### config.mk
export PLATFORM = sky130hd
export DESIGN_NAME = mem_port_arbiter_flat
export DESIGN_NICKNAME = d
export VERILOG_FILES = /design/src/rtl/mem_port_arbiter_if.sv /design/src/rtl/mem_port_arbiter.sv /design/src/flat_wrapper.sv
export SDC_FILE = /design/constraint.sdc
export NUM_CORES = 1
export LEC_CHECK = 0
export BUFFER_PORTS_ARGS = -buffer_cell sky130_fd_sc_hd__buf_2
export CAP_MARGIN = 5
export CORE_MARGIN = 2
export CORE_UTILIZATION = 46
export CTS_CLUSTER_SIZE = 40
export DETAILED_ROUTE_END_ITERATION = 10
export HOLD_SLACK_MARGIN = 0.05
export PLACE_DENSITY = 0.79
export SLEW_MARGIN = 20
export SYNTH_ARGS = -nofsm -noshare
export SYNTH_HDL_FRONTEND = slang
export SYNTH_SLANG_ARGS = --single-unit
export TNS_END_PERCENT = 100
### constraint.sdc
create_clock -name clk -period 4.9 [get_ports clk]
set_input_delay 0.49 -clock clk [delete_from_list [all_inputs] [get_ports clk]]
set_output_delay 0.49 -clock clk [all_outputs]
set_load 0.02 [all_outputs]
### src/rtl/mem_port_arbiter_if.sv
// Bundle of the two requester ports and the shared memory bus around the
// instruction/data memory port arbiter. The master view belongs to the
// arbiter; the slave view belongs to the requesters and the memory.
interface mem_port_arbiter_if #(
  parameter int ADDR_W = 32,
  parameter int DATA_W = 32
);
  // Instruction-fetch requester
  logic              i_req;
  logic [ADDR_W-1:0] i_addr;
  logic [DATA_W-1:0] i_rdata;
  logic              i_valid;
  logic              i_wait;
  logic              i_segv;
  // Load/store requester
  logic              d_req;
  logic              d_we;
  logic [ADDR_W-1:0] d_addr;
  logic [DATA_W-1:0] d_wdata;
  logic [DATA_W-1:0] d_rdata;
  logic              d_valid;
  logic              d_wait;
  logic              d_segv;
  // Shared single-ported memory bus
  logic              mem_req;
  logic              mem_we;
  logic [ADDR_W-1:0] mem_addr;
  logic [DATA_W-1:0] mem_wdata;
  logic [DATA_W-1:0] mem_rdata;
  logic              mem_ack;

  modport master (
    input  i_req, i_addr, d_req, d_we, d_addr, d_wdata, mem_rdata, mem_ack,
    output i_rdata, i_valid, i_wait, i_segv,
    output d_rdata, d_valid, d_wait, d_segv,
    output mem_req, mem_we, mem_addr, mem_wdata
  );

  modport slave (
    output i_req, i_addr, d_req, d_we, d_addr, d_wdata, mem_rdata, mem_ack,
    input  i_rdata, i_valid, i_wait, i_segv,
    input  d_rdata, d_valid, d_wait, d_segv,
    input  mem_req, mem_we, mem_addr, mem_wdata
  );
endinterface

### src/rtl/mem_port_arbiter.sv
// Shares one single-ported memory bus between the instruction-fetch (I) and
// load/store (D) requesters. Round-robin grant, bounds/alignment fault check
// before any bus cycle, and a watchdog that faults an access whose ack never
// arrives. All outputs are registered except the two wait signals.
module mem_port_arbiter #(
  parameter int                ADDR_W    = 32,
  parameter int                DATA_W    = 32,
  parameter logic [ADDR_W-1:0] MEM_LIMIT = 'h0001_0000,
  parameter int                TIMEOUT   = 16
) (
  input  logic                 clk,
  input  logic                 rst,
  mem_port_arbiter_if.master   bus
);

  localparam int CNT_W = $clog2(TIMEOUT + 1);
  typedef logic [CNT_W-1:0] cnt_t;
  localparam cnt_t CNT_LAST = cnt_t'(TIMEOUT - 1);

  typedef enum logic [2:0] {IDLE, BUSY_I, BUSY_D, RESP, FAULT} state_t;
  typedef enum logic {REQ_I, REQ_D} req_t;

  state_t            state_q;
  req_t              last_gnt_q;
  cnt_t              cnt_q;
  logic              mem_req_q;
  logic              mem_we_q;
  logic [ADDR_W-1:0] mem_addr_q;
  logic [DATA_W-1:0] mem_wdata_q;
  logic [DATA_W-1:0] i_rdata_q;
  logic [DATA_W-1:0] d_rdata_q;
  logic              i_valid_q;
  logic              d_valid_q;
  logic              i_segv_q;
  logic              d_segv_q;

  req_t              gnt_d;
  logic              any_req_d;
  logic [ADDR_W-1:0] sel_addr_d;
  logic              sel_fault_d;

  // Out of range (unsigned compare) or not word aligned.
  function automatic logic addr_fault(input logic [ADDR_W-1:0] a);
    return (a >= MEM_LIMIT) || (a[1:0] != 2'b00);
  endfunction

  // Grant choice for the next IDLE cycle: a lone requester wins, a tie goes
  // to whoever was not served last.
  always_comb begin
    gnt_d       = REQ_I;
    any_req_d   = bus.i_req | bus.d_req;
    if (bus.i_req && bus.d_req)
      gnt_d = (last_gnt_q == REQ_I) ? REQ_D : REQ_I;
    else if (bus.d_req)
      gnt_d = REQ_D;
    sel_addr_d  = (gnt_d == REQ_D) ? bus.d_addr : bus.i_addr;
    sel_fault_d = addr_fault(sel_addr_d);
  end

  // Arbitration FSM with all bus and requester outputs registered.
  always_ff @(posedge clk or posedge rst) begin
    if (rst) begin
      state_q     <= IDLE;
      last_gnt_q  <= REQ_I;
      cnt_q       <= '0;
      mem_req_q   <= 1'b0;
      mem_we_q    <= 1'b0;
      mem_addr_q  <= '0;
      mem_wdata_q <= '0;
      i_rdata_q   <= '0;
      d_rdata_q   <= '0;
      i_valid_q   <= 1'b0;
      d_valid_q   <= 1'b0;
      i_segv_q    <= 1'b0;
      d_segv_q    <= 1'b0;
    end else begin
      // Completion and fault indications are single-cycle pulses.
      i_valid_q <= 1'b0;
      d_valid_q <= 1'b0;
      i_segv_q  <= 1'b0;
      d_segv_q  <= 1'b0;
      case (state_q)
        IDLE: begin
          if (any_req_d) begin
            last_gnt_q <= gnt_d;
            if (sel_fault_d) begin
              // Bad address: report it without touching the memory bus.
              state_q <= FAULT;
              if (gnt_d == REQ_D) d_segv_q <= 1'b1;
              else                i_segv_q <= 1'b1;
            end else begin
              state_q    <= (gnt_d == REQ_D) ? BUSY_D : BUSY_I;
              mem_req_q  <= 1'b1;
              mem_addr_q <= sel_addr_d;
              mem_we_q   <= (gnt_d == REQ_D) && bus.d_we;
              if (gnt_d == REQ_D) mem_wdata_q <= bus.d_wdata;
              cnt_q      <= '0;
            end
          end
        end
        BUSY_I, BUSY_D: begin
          if (bus.mem_ack) begin
            if (state_q == BUSY_I) begin
              i_rdata_q <= bus.mem_rdata;
              i_valid_q <= 1'b1;
            end else begin
              // Stores complete without disturbing the last load data.
              if (!mem_we_q) d_rdata_q <= bus.mem_rdata;
              d_valid_q <= 1'b1;
            end
            mem_req_q <= 1'b0;
            mem_we_q  <= 1'b0;
            state_q   <= RESP;
          end else if (cnt_q == CNT_LAST) begin
            // Watchdog expired: abandon the access and fault the owner.
            mem_req_q <= 1'b0;
            mem_we_q  <= 1'b0;
            if (state_q == BUSY_I) i_segv_q <= 1'b1;
            else                   d_segv_q <= 1'b1;
            state_q   <= FAULT;
          end else begin
            cnt_q <= cnt_q + cnt_t'(1);
          end
        end
        RESP, FAULT: state_q <= IDLE;
        default:     state_q <= IDLE;
      endcase
    end
  end

  assign bus.mem_req   = mem_req_q;
  assign bus.mem_we    = mem_we_q;
  assign bus.mem_addr  = mem_addr_q;
  assign bus.mem_wdata = mem_wdata_q;
  assign bus.i_rdata   = i_rdata_q;
  assign bus.d_rdata   = d_rdata_q;
  assign bus.i_valid   = i_valid_q;
  assign bus.d_valid   = d_valid_q;
  assign bus.i_segv    = i_segv_q;
  assign bus.d_segv    = d_segv_q;
  assign bus.i_wait    = bus.i_req & ~i_valid_q & ~i_segv_q;
  assign bus.d_wait    = bus.d_req & ~d_valid_q & ~d_segv_q;

endmodule

### src/flat_wrapper.sv
// flat-port wrapper written by rule: the top's interface ports become plain ports
module mem_port_arbiter_flat 
#(
  parameter int                ADDR_W    = 32,
  parameter int                DATA_W    = 32,
  parameter logic [ADDR_W-1:0] MEM_LIMIT = 'h0001_0000,
  parameter int                TIMEOUT   = 16
)
  (clk, rst, bus_i_req, bus_i_addr, bus_d_req, bus_d_we, bus_d_addr, bus_d_wdata, bus_mem_rdata, bus_mem_ack, bus_i_rdata, bus_i_valid, bus_i_wait, bus_i_segv, bus_d_rdata, bus_d_valid, bus_d_wait, bus_d_segv, bus_mem_req, bus_mem_we, bus_mem_addr, bus_mem_wdata);
  mem_port_arbiter_if #(.ADDR_W(ADDR_W), .DATA_W(DATA_W)) bus_i ();
  input  logic clk;
  input  logic rst;
  input wire logic [$bits(bus_i.i_req)-1:0] bus_i_req;
  input wire logic [$bits(bus_i.i_addr)-1:0] bus_i_addr;
  input wire logic [$bits(bus_i.d_req)-1:0] bus_d_req;
  input wire logic [$bits(bus_i.d_we)-1:0] bus_d_we;
  input wire logic [$bits(bus_i.d_addr)-1:0] bus_d_addr;
  input wire logic [$bits(bus_i.d_wdata)-1:0] bus_d_wdata;
  input wire logic [$bits(bus_i.mem_rdata)-1:0] bus_mem_rdata;
  input wire logic [$bits(bus_i.mem_ack)-1:0] bus_mem_ack;
  output wire logic [$bits(bus_i.i_rdata)-1:0] bus_i_rdata;
  output wire logic [$bits(bus_i.i_valid)-1:0] bus_i_valid;
  output wire logic [$bits(bus_i.i_wait)-1:0] bus_i_wait;
  output wire logic [$bits(bus_i.i_segv)-1:0] bus_i_segv;
  output wire logic [$bits(bus_i.d_rdata)-1:0] bus_d_rdata;
  output wire logic [$bits(bus_i.d_valid)-1:0] bus_d_valid;
  output wire logic [$bits(bus_i.d_wait)-1:0] bus_d_wait;
  output wire logic [$bits(bus_i.d_segv)-1:0] bus_d_segv;
  output wire logic [$bits(bus_i.mem_req)-1:0] bus_mem_req;
  output wire logic [$bits(bus_i.mem_we)-1:0] bus_mem_we;
  output wire logic [$bits(bus_i.mem_addr)-1:0] bus_mem_addr;
  output wire logic [$bits(bus_i.mem_wdata)-1:0] bus_mem_wdata;
  assign bus_i.i_req = bus_i_req;
  assign bus_i.i_addr = bus_i_addr;
  assign bus_i.d_req = bus_d_req;
  assign bus_i.d_we = bus_d_we;
  assign bus_i.d_addr = bus_d_addr;
  assign bus_i.d_wdata = bus_d_wdata;
  assign bus_i.mem_rdata = bus_mem_rdata;
  assign bus_i.mem_ack = bus_mem_ack;
  assign bus_i_rdata = bus_i.i_rdata;
  assign bus_i_valid = bus_i.i_valid;
  assign bus_i_wait = bus_i.i_wait;
  assign bus_i_segv = bus_i.i_segv;
  assign bus_d_rdata = bus_i.d_rdata;
  assign bus_d_valid = bus_i.d_valid;
  assign bus_d_wait = bus_i.d_wait;
  assign bus_d_segv = bus_i.d_segv;
  assign bus_mem_req = bus_i.mem_req;
  assign bus_mem_we = bus_i.mem_we;
  assign bus_mem_addr = bus_i.mem_addr;
  assign bus_mem_wdata = bus_i.mem_wdata;
  mem_port_arbiter #(.ADDR_W(ADDR_W), .DATA_W(DATA_W), .MEM_LIMIT(MEM_LIMIT), .TIMEOUT(TIMEOUT)) u_core (.clk(clk), .rst(rst), .bus(bus_i));
endmodule
==> results of run 1 <==
[synth_stat cells]
library cell  number
a2111o_1           1
a21boi_0           1
a21oi_1            5
a22oi_1            2
a2bb2oi_1          1
a31oi_1            2
a32oi_1            1
a41oi_1            2
and2_1            19
and3_1             1
buf_12             1
buf_2              4
buf_6              1
clkbuf_1          13
dfrtp_1          143
ha_1               2
inv_1              5
mux2_2           114
mux2_4            10
nand2_1           11
nand3_1            4
nand4_1            4
nor2_1             8
nor2b_1            2
nor3_1            11
nor3b_1            1
nor4_1             6
o211ai_1           1
o21ai_0            5
o22a_1             2
or3_1              3
or4_1              4
xor2_1             1
[power breakdown]
part	total (mW)	switching, mW	internal, mW
Combinational	1.34	0.771	0.573
Sequential	1.70	0.202	1.50
Clock	1.17	0.442	0.728
Total	4.21	1.42	2.80
[metrics by stage]
| step | setup slack, ns | utilization | area [um^2] | power, mW |
|---|---|---|---|---|
| after CTS | 2.11 | 0.645 | 7780 | 4.26 |
| after detailed placement | 1.79 | 0.600 | 7240 | 3.07 |
| after floorplan | 0.572 | - | 5720 | 2.56 |
| after global routing | 1.99 | 0.645 | 7780 | 4.44 |
| final | 2.17 | 0.645 | 7780 | 4.21 |
| after global placement | 1.89 | 0.600 | 7240 | 3.01 |
[routing by layer]
layer | routed length [um] | up-vias
li1 | - | 1947
met1 | 5240 | 2070
met2 | 7040 | 172
met3 | 1140 | 14
met4 | 146 | 2
met5 | 16 | -
[worst paths after layout]
check	start	to	slack, ns	cells past startpoint
setup reg to reg	u_core.cnt_q[0]	u_core.bus.mem_addr[13]	2.17	7
hold / removal	rst	u_core.bus.i_rdata[4]	0.28	2
max in group asynchronous	rst	u_core.bus.mem_wdata[24]	3.49	3
min in group clk	bus_d_wdata[16]	u_core.bus.mem_wdata[16]	0.32	2
setup / recovery	u_core.cnt_q[0]	u_core.bus.mem_addr[13]	2.17	7
hold reg to reg	u_core.bus.mem_addr[19]	u_core.bus.mem_addr[19]	0.48	1
[sequential cells by signal, indices dropped and copies added (netlist names), 3 cells and up]
signal,flops
u_core.cnt_q,5
u_core.bus.mem_wdata,32
u_core.bus.mem_addr,32
u_core.bus.d_rdata,32
u_core.state_q,3
u_core.bus.i_rdata,32
[critical path, stage by stage, from the launching register on]
cell and delay, ns:
dfrtp_1 0.42, ha_1 0.24, and3_1 0.19, ha_1 0.20, nor3_1 0.56, a2111o_1 0.22
buf_4 0.37, mux2_2 0.38
[cell type report]
| class | count | area (um^2) |
|---|---|---|
| fill | 938 | 4280 |
| sequential | 143 | 3580 |
| clock buffer | 23 | 478 |
| tap | 168 | 210 |
| inverter | 5 | 23.8 |
| timing repair buffer | 274 | 1380 |
| multi-input combinational | 224 | 2050 |
| clock inverter | 7 | 62.6 |
[kinds of logic after synthesis]
group / count (synthesis) / share of synthesized area
DFF: 143 / 0.625
muxes: 124 / 0.250
and+or+nand+nor: 74 / 0.0704
buffers and inverters: 24 / 0.0208
AOI/OAI and AO/OA: 23 / 0.0273
adders and majority gates: 2 / 0.00437
xor gates and xnor gates: 1 / 0.00153
==> results.py, run 1 <==
metrics = {
    "run_status": {
        "status": "complete, no violations",
    },
    "floorplanning": {
        "core.rowCount": 40,
        "initial_utilization": 0.475,
        "die_w_um": 116,
        "coreArea_um2": 12100,
        "dieArea_um2": 13400,
        "ios": 270,
        "die_height_um": 116,
    },
    "routing": {
        "postRouteAntennaNets": 0,
        "via_per_inst": 4.98,
        "wl_per_cell_um": 16.1,
        "drc": 0,
        "wl_mm": 13.6,
        "drtIter0Drc": 198,
        "first_pass_iters": 4,
        "vias": 4205,
    },
    "grt": {
        "grt_use_met2": 0.356,
        "antenna_found_initial": 1,
        "grt_overflow_total": 0,
        "grt_max_degree": 102,
        "grt_use_met3": 0.0847,
        "grt.total_usage": 0.207,
        "met1_usage": 0.236,
        "grt_pass1_vias": 4415,
        "top_usage_layer": "met2",
        "grt_pass1_wl_mm": 21.3,
    },
    "sta": {
        "max_slew_margin": 0.375,
        "setup_violations": 0,
        "finalHoldViolCount": 0,
        "period_needed_ns": 2.73,
        "hold_ws_ns": 0.276,
        "finalCritPeriodShare": 0.556,
        "finalMaxSlewViolations": 0,
        "fmax_mhz": 367,
        "clock_skew_ns": 0.00668,
        "setup_tns_ns": 0,
        "worstMarginPinSlew_ns": 0.936,
        "rsz0062_at_grt": "no",
    },
    "placement": {
        "placed_cells": 814,
        "dp_hpwl_mm": 9.89,
        "portBuffers": 269,
        "routabilityCongestion": 0.799,
    },
    "synth": {
        "syn_area_per_cell_um2": 14.6,
        "synth_nets": 527,
        "synth_top_area_cell": "dfrtp_1",
        "synth_top_area_frac": 0.625,
        "synth.distinct_cells": 33,
        "mappedNetlistArea_um2": 5720,
        "synth.area.top_cells": "dfrtp_1 63%, mux2_2 22%, mux2_4 2.6%, and2_1 2.1%, nor3_1 0.96%",
        "yosysWarningCount": 0,
        "synth_cells": 391,
        "synth_seq_cells": 143,
        "synth-seq-area-share": 0.625,
    },
    "job": {
        "maxCapViolCount": 0,
    },
    "cells_and_area": {
        "instances_no_fill": 844,
        "drive_above_1_share": 0.635,
        "diodes": 0,
        "area_growth_pct": 36.0,
        "layout_commonest_cell": "buf_2",
        "final_cell_mix": "269 x buf_2, 143 x dfrtp_1, 114 x mux2_2, 19 x and2_1, 17 x clkbuf_16",
        "finalNetCount": 801,
    },
    "power_and_ir_drop": {
        "p_per_area_nw_per_um2": 541,
        "power_leakage_nw": 4.15,
        "ir_worst_vdd_mv": 0.402,
    },
    "hold_path": {
        "hold_path_class": "in2async",
    },
    "worst_setup_path": {
        "crit_path_start_kind": "flop",
        "critPathKind": "reg2reg",
        "end_kind": "flop",
        "cp_max_fo": 32,
        "cp.arrival_ns": 3.01,
        "required_ns": 5.18,
    },
    "cts": {
        "tritoncts": "done",
        "clockBufferDepth": 2,
        "ctsHtreeMaxLevel": 4,
        "cts_hold_buf": 0,
        "clk_latency_ns": 0.40,
        "cts_setup_buffers": 0,
        "root_buffer": "clkbuf_16",
        "cts.sinks": 143,
        "post_cts_resized": 0,
        "clk_pin_slew_ns": 0.06,
        "cts_buffers": 17,
    },
}
No activity file was read; power rests on OpenSTA's default activity.
==> run 2, diff against run 1 <==
--- a/config.mk
+++ b/config.mk
@@ -8,11 +8,11 @@
 export BUFFER_PORTS_ARGS = -buffer_cell sky130_fd_sc_hd__buf_2
 export CAP_MARGIN = 5
 export CORE_MARGIN = 2
-export CORE_UTILIZATION = 46
+export CORE_UTILIZATION = 42
 export CTS_CLUSTER_SIZE = 40
 export DETAILED_ROUTE_END_ITERATION = 10
 export HOLD_SLACK_MARGIN = 0.05
-export PLACE_DENSITY = 0.79
+export PLACE_DENSITY = 0.76
 export SLEW_MARGIN = 20
 export SYNTH_ARGS = -nofsm -noshare
 export SYNTH_HDL_FRONTEND = slang
==> constraint.sdc (replaced) <==
create_clock -name clk -period 2.45 [get_ports clk]
set_input_delay 0.245 -clock clk [delete_from_list [all_inputs] [get_ports clk]]
set_output_delay 0.245 -clock clk [all_outputs]
set_load 0.02 [all_outputs]
==> run 2 against run 1 <==
  * Routed wire length grew 4.4%
  * Clock power grew 130%
  * First-iteration DRC count shrank 9.1%
  * Count of clock-buffer cells in the layout is the same
  * Cell area grew 3.7%
  * Sequential cell count is the same
  * Worst hold slack lost 0.20 ns
  * Via count grew 2.1%
  * Sequential share of layout area shrank 1.7 points
  * Clock skew shrank 0.00065 ns
  * Critical path type unchanged
==> results.py, run 2 (synthesis results as in run 1) <==
metrics = {
    "floorplanning": {
        "ios": 270,
        "initial_utilization": 0.431,
        "die_height_um": 121,
        "core.rowCount": 42,
        "dieArea_um2": 14600,
        "die_w_um": 121,
        "coreArea_um2": 13300,
    },
    "cts": {
        "post_cts_resized": 0,
        "clk_pin_slew_ns": 0.06,
        "clockBufferDepth": 2,
        "tritoncts": "done",
        "root_buffer": "clkbuf_16",
        "clk_latency_ns": 0.40,
        "ctsHtreeMaxLevel": 4,
        "cts_buffers": 17,
        "cts.sinks": 143,
        "cts_setup_buffers": 0,
        "cts_hold_buf": 4,
    },
    "cells_and_area": {
        "layout_commonest_cell": "buf_2",
        "finalNetCount": 819,
        "fill_cells": 1066,
        "diodes": 0,
        "drive_above_1_share": 0.639,
        "final_cell_mix": "269 x buf_2, 143 x dfrtp_1, 114 x mux2_2, 19 x and2_1, 17 x clkbuf_16",
        "area_growth_pct": 41.0,
        "instances_no_fill": 872,
    },
    "grt": {
        "grt_pass1_vias": 4452,
        "grt_use_met2": 0.328,
        "grt_use_met3": 0.0604,
        "grt_pass1_wl_mm": 22.5,
        "antenna_found_initial": 0,
        "top_usage_layer": "met2",
        "met1_usage": 0.244,
        "grt_overflow_total": 0,
        "grt_max_degree": 61,
        "grt.total_usage": 0.198,
    },
    "power_and_ir_drop": {
        "swShare": 0.329,
        "p_seq_frac": 0.383,
        "p_per_area_nw_per_um2": 1090,
        "internal_power_mw": 5.92,
        "p_switching_mw": 2.90,
        "power_leakage_nw": 4.28,
        "comb_power_share": 0.315,
        "ir_worst_vdd_mv": 0.746,
        "clockPowerShare": 0.303,
    },
    "sta": {
        "finalMaxSlewViolations": 0,
        "finalHoldViolCount": 0,
        "max_slew_margin": 0.525,
        "finalCritPeriodShare": 0.954,
        "fin_ws_ns": 0.112,
        "fmax_mhz": 428,
        "worstMarginPinSlew_ns": 0.712,
        "setup_tns_ns": 0,
        "clock_skew_ns": 0.00603,
        "period_needed_ns": 2.34,
        "setup_violations": 0,
        "rsz0062_at_grt": "no",
    },
    "run_status": {
        "status": "complete, no violations",
    },
    "worst_setup_path": {
        "critical-path-top-delay-family": "compound AO/OA/AOI/OAI gates",
        "crit_path_max_incr_delay_ns": 0.49,
        "critPathKind": "reg2reg",
        "cp.arrival_ns": 2.62,
        "worstPathCellList": "a21boi_2, nand4_1, or4_1, a2111o_1, buf_4, mux2_4",
        "crit_buf_inv": 1,
        "end_kind": "flop",
        "cp_max_fo": 8,
        "worst-r2r-setup-slack_ns": 0.11,
        "crit_path_start_kind": "flop",
        "required_ns": 2.73,
        "critPathSlowestCell": "a2111o_1",
    },
    "routing": {
        "postRouteAntennaNets": 0,
        "drc": 0,
        "via_per_inst": 4.92,
        "wl_mm": 14.2,
        "first_pass_iters": 4,
        "wl_per_cell_um": 16.3,
        "drtIter0Drc": 180,
        "vias": 4293,
    },
    "job": {
        "maxCapViolCount": 0,
    },
    "placement": {
        "placed_cells": 833,
        "post-place-ws_ns": -0.0466,
        "portBuffers": 269,
        "dp_hpwl_mm": 10.4,
        "routabilityCongestion": 0.831,
    },
    "hold_path": {
        "hold_path_class": "in2reg",
    },
}
-- run 2: cell count changes in the layout (fill, tap and decap cells not counted), sizes merged --
cell and change:
clkinvlp +1, buf +11, dlygate4sd3 +7, bufinv +2, inv -1
-- run 2: power by group through the flow --
| stage | combinational (mW) | sequential [mW] | clock, mW |
|---|---|---|---|
| 3_3_place_gp | 2.72 | 3.37 | 0 |
| 4_1_cts | 2.80 | 3.38 | 2.73 |
| 2_1_floorplan | 1.10 | 4.03 | 0 |
| 3_5_place_dp | 2.79 | 3.40 | 0 |
| 6_report | 2.78 | 3.38 | 2.67 |
| 5_1_grt | 2.99 | 3.46 | 2.85 |
-- run 2: per-stage QoR --
stage	power [mW]	util	hold WS, ns	area, um^2
after floorplan	5.13	-	0.349	5730
after global placement	6.09	0.555	0.381	7370
after detailed placement	6.19	0.555	0.397	7370
after CTS	8.91	0.605	0.0519	8040
after global routing	9.30	0.607	0.0502	8070
final	8.82	0.607	0.0733	8070
-- run 2: worst register-to-register path: stages (launching register included) --
cell	delay (ns)
dfrtp_1	0.41
a21boi_2	0.18
nand4_1	0.14
or4_1	0.48
a2111o_1	0.49
buf_4	0.21
mux2_4	0.31
-- run 2: path summary, 6_finish.rpt --
path | from | to | depth (start not counted)
setup / recovery | u_core.last_gnt_q | u_core.bus.mem_addr[5] | 6
setup reg to reg | u_core.last_gnt_q | u_core.bus.mem_addr[5] | 6
hold / removal | bus_d_wdata[22] | u_core.bus.mem_wdata[22] | 2
hold reg to reg | u_core.bus.mem_addr[21] | u_core.bus.mem_addr[21] | 1
max in group asynchronous | rst | u_core.bus.d_rdata[5] | 4
min in group asynchronous | rst | u_core.bus.mem_wdata[22] | 3
-- run 2: layout make-up --
class | count | area, um^2 | area share
sequential | 143 | 3580 | 0.443
multi-input combinational | 224 | 2050 | 0.254
timing repair buffer | 292 | 1570 | 0.195
clock buffer | 23 | 498 | 0.0617
tap | 176 | 220 | 0.0273
clock inverter | 9 | 130 | 0.0161
inverter | 5 | 22.5 | 0.00279
-- run 2: metal layers --
metal  vias to the layer above  part of all wire
li1                       1977                 -
met4                         0             0.024
met2                       157              0.50
met1                      2132              0.41
met3                        27             0.061
met5                         -                 0
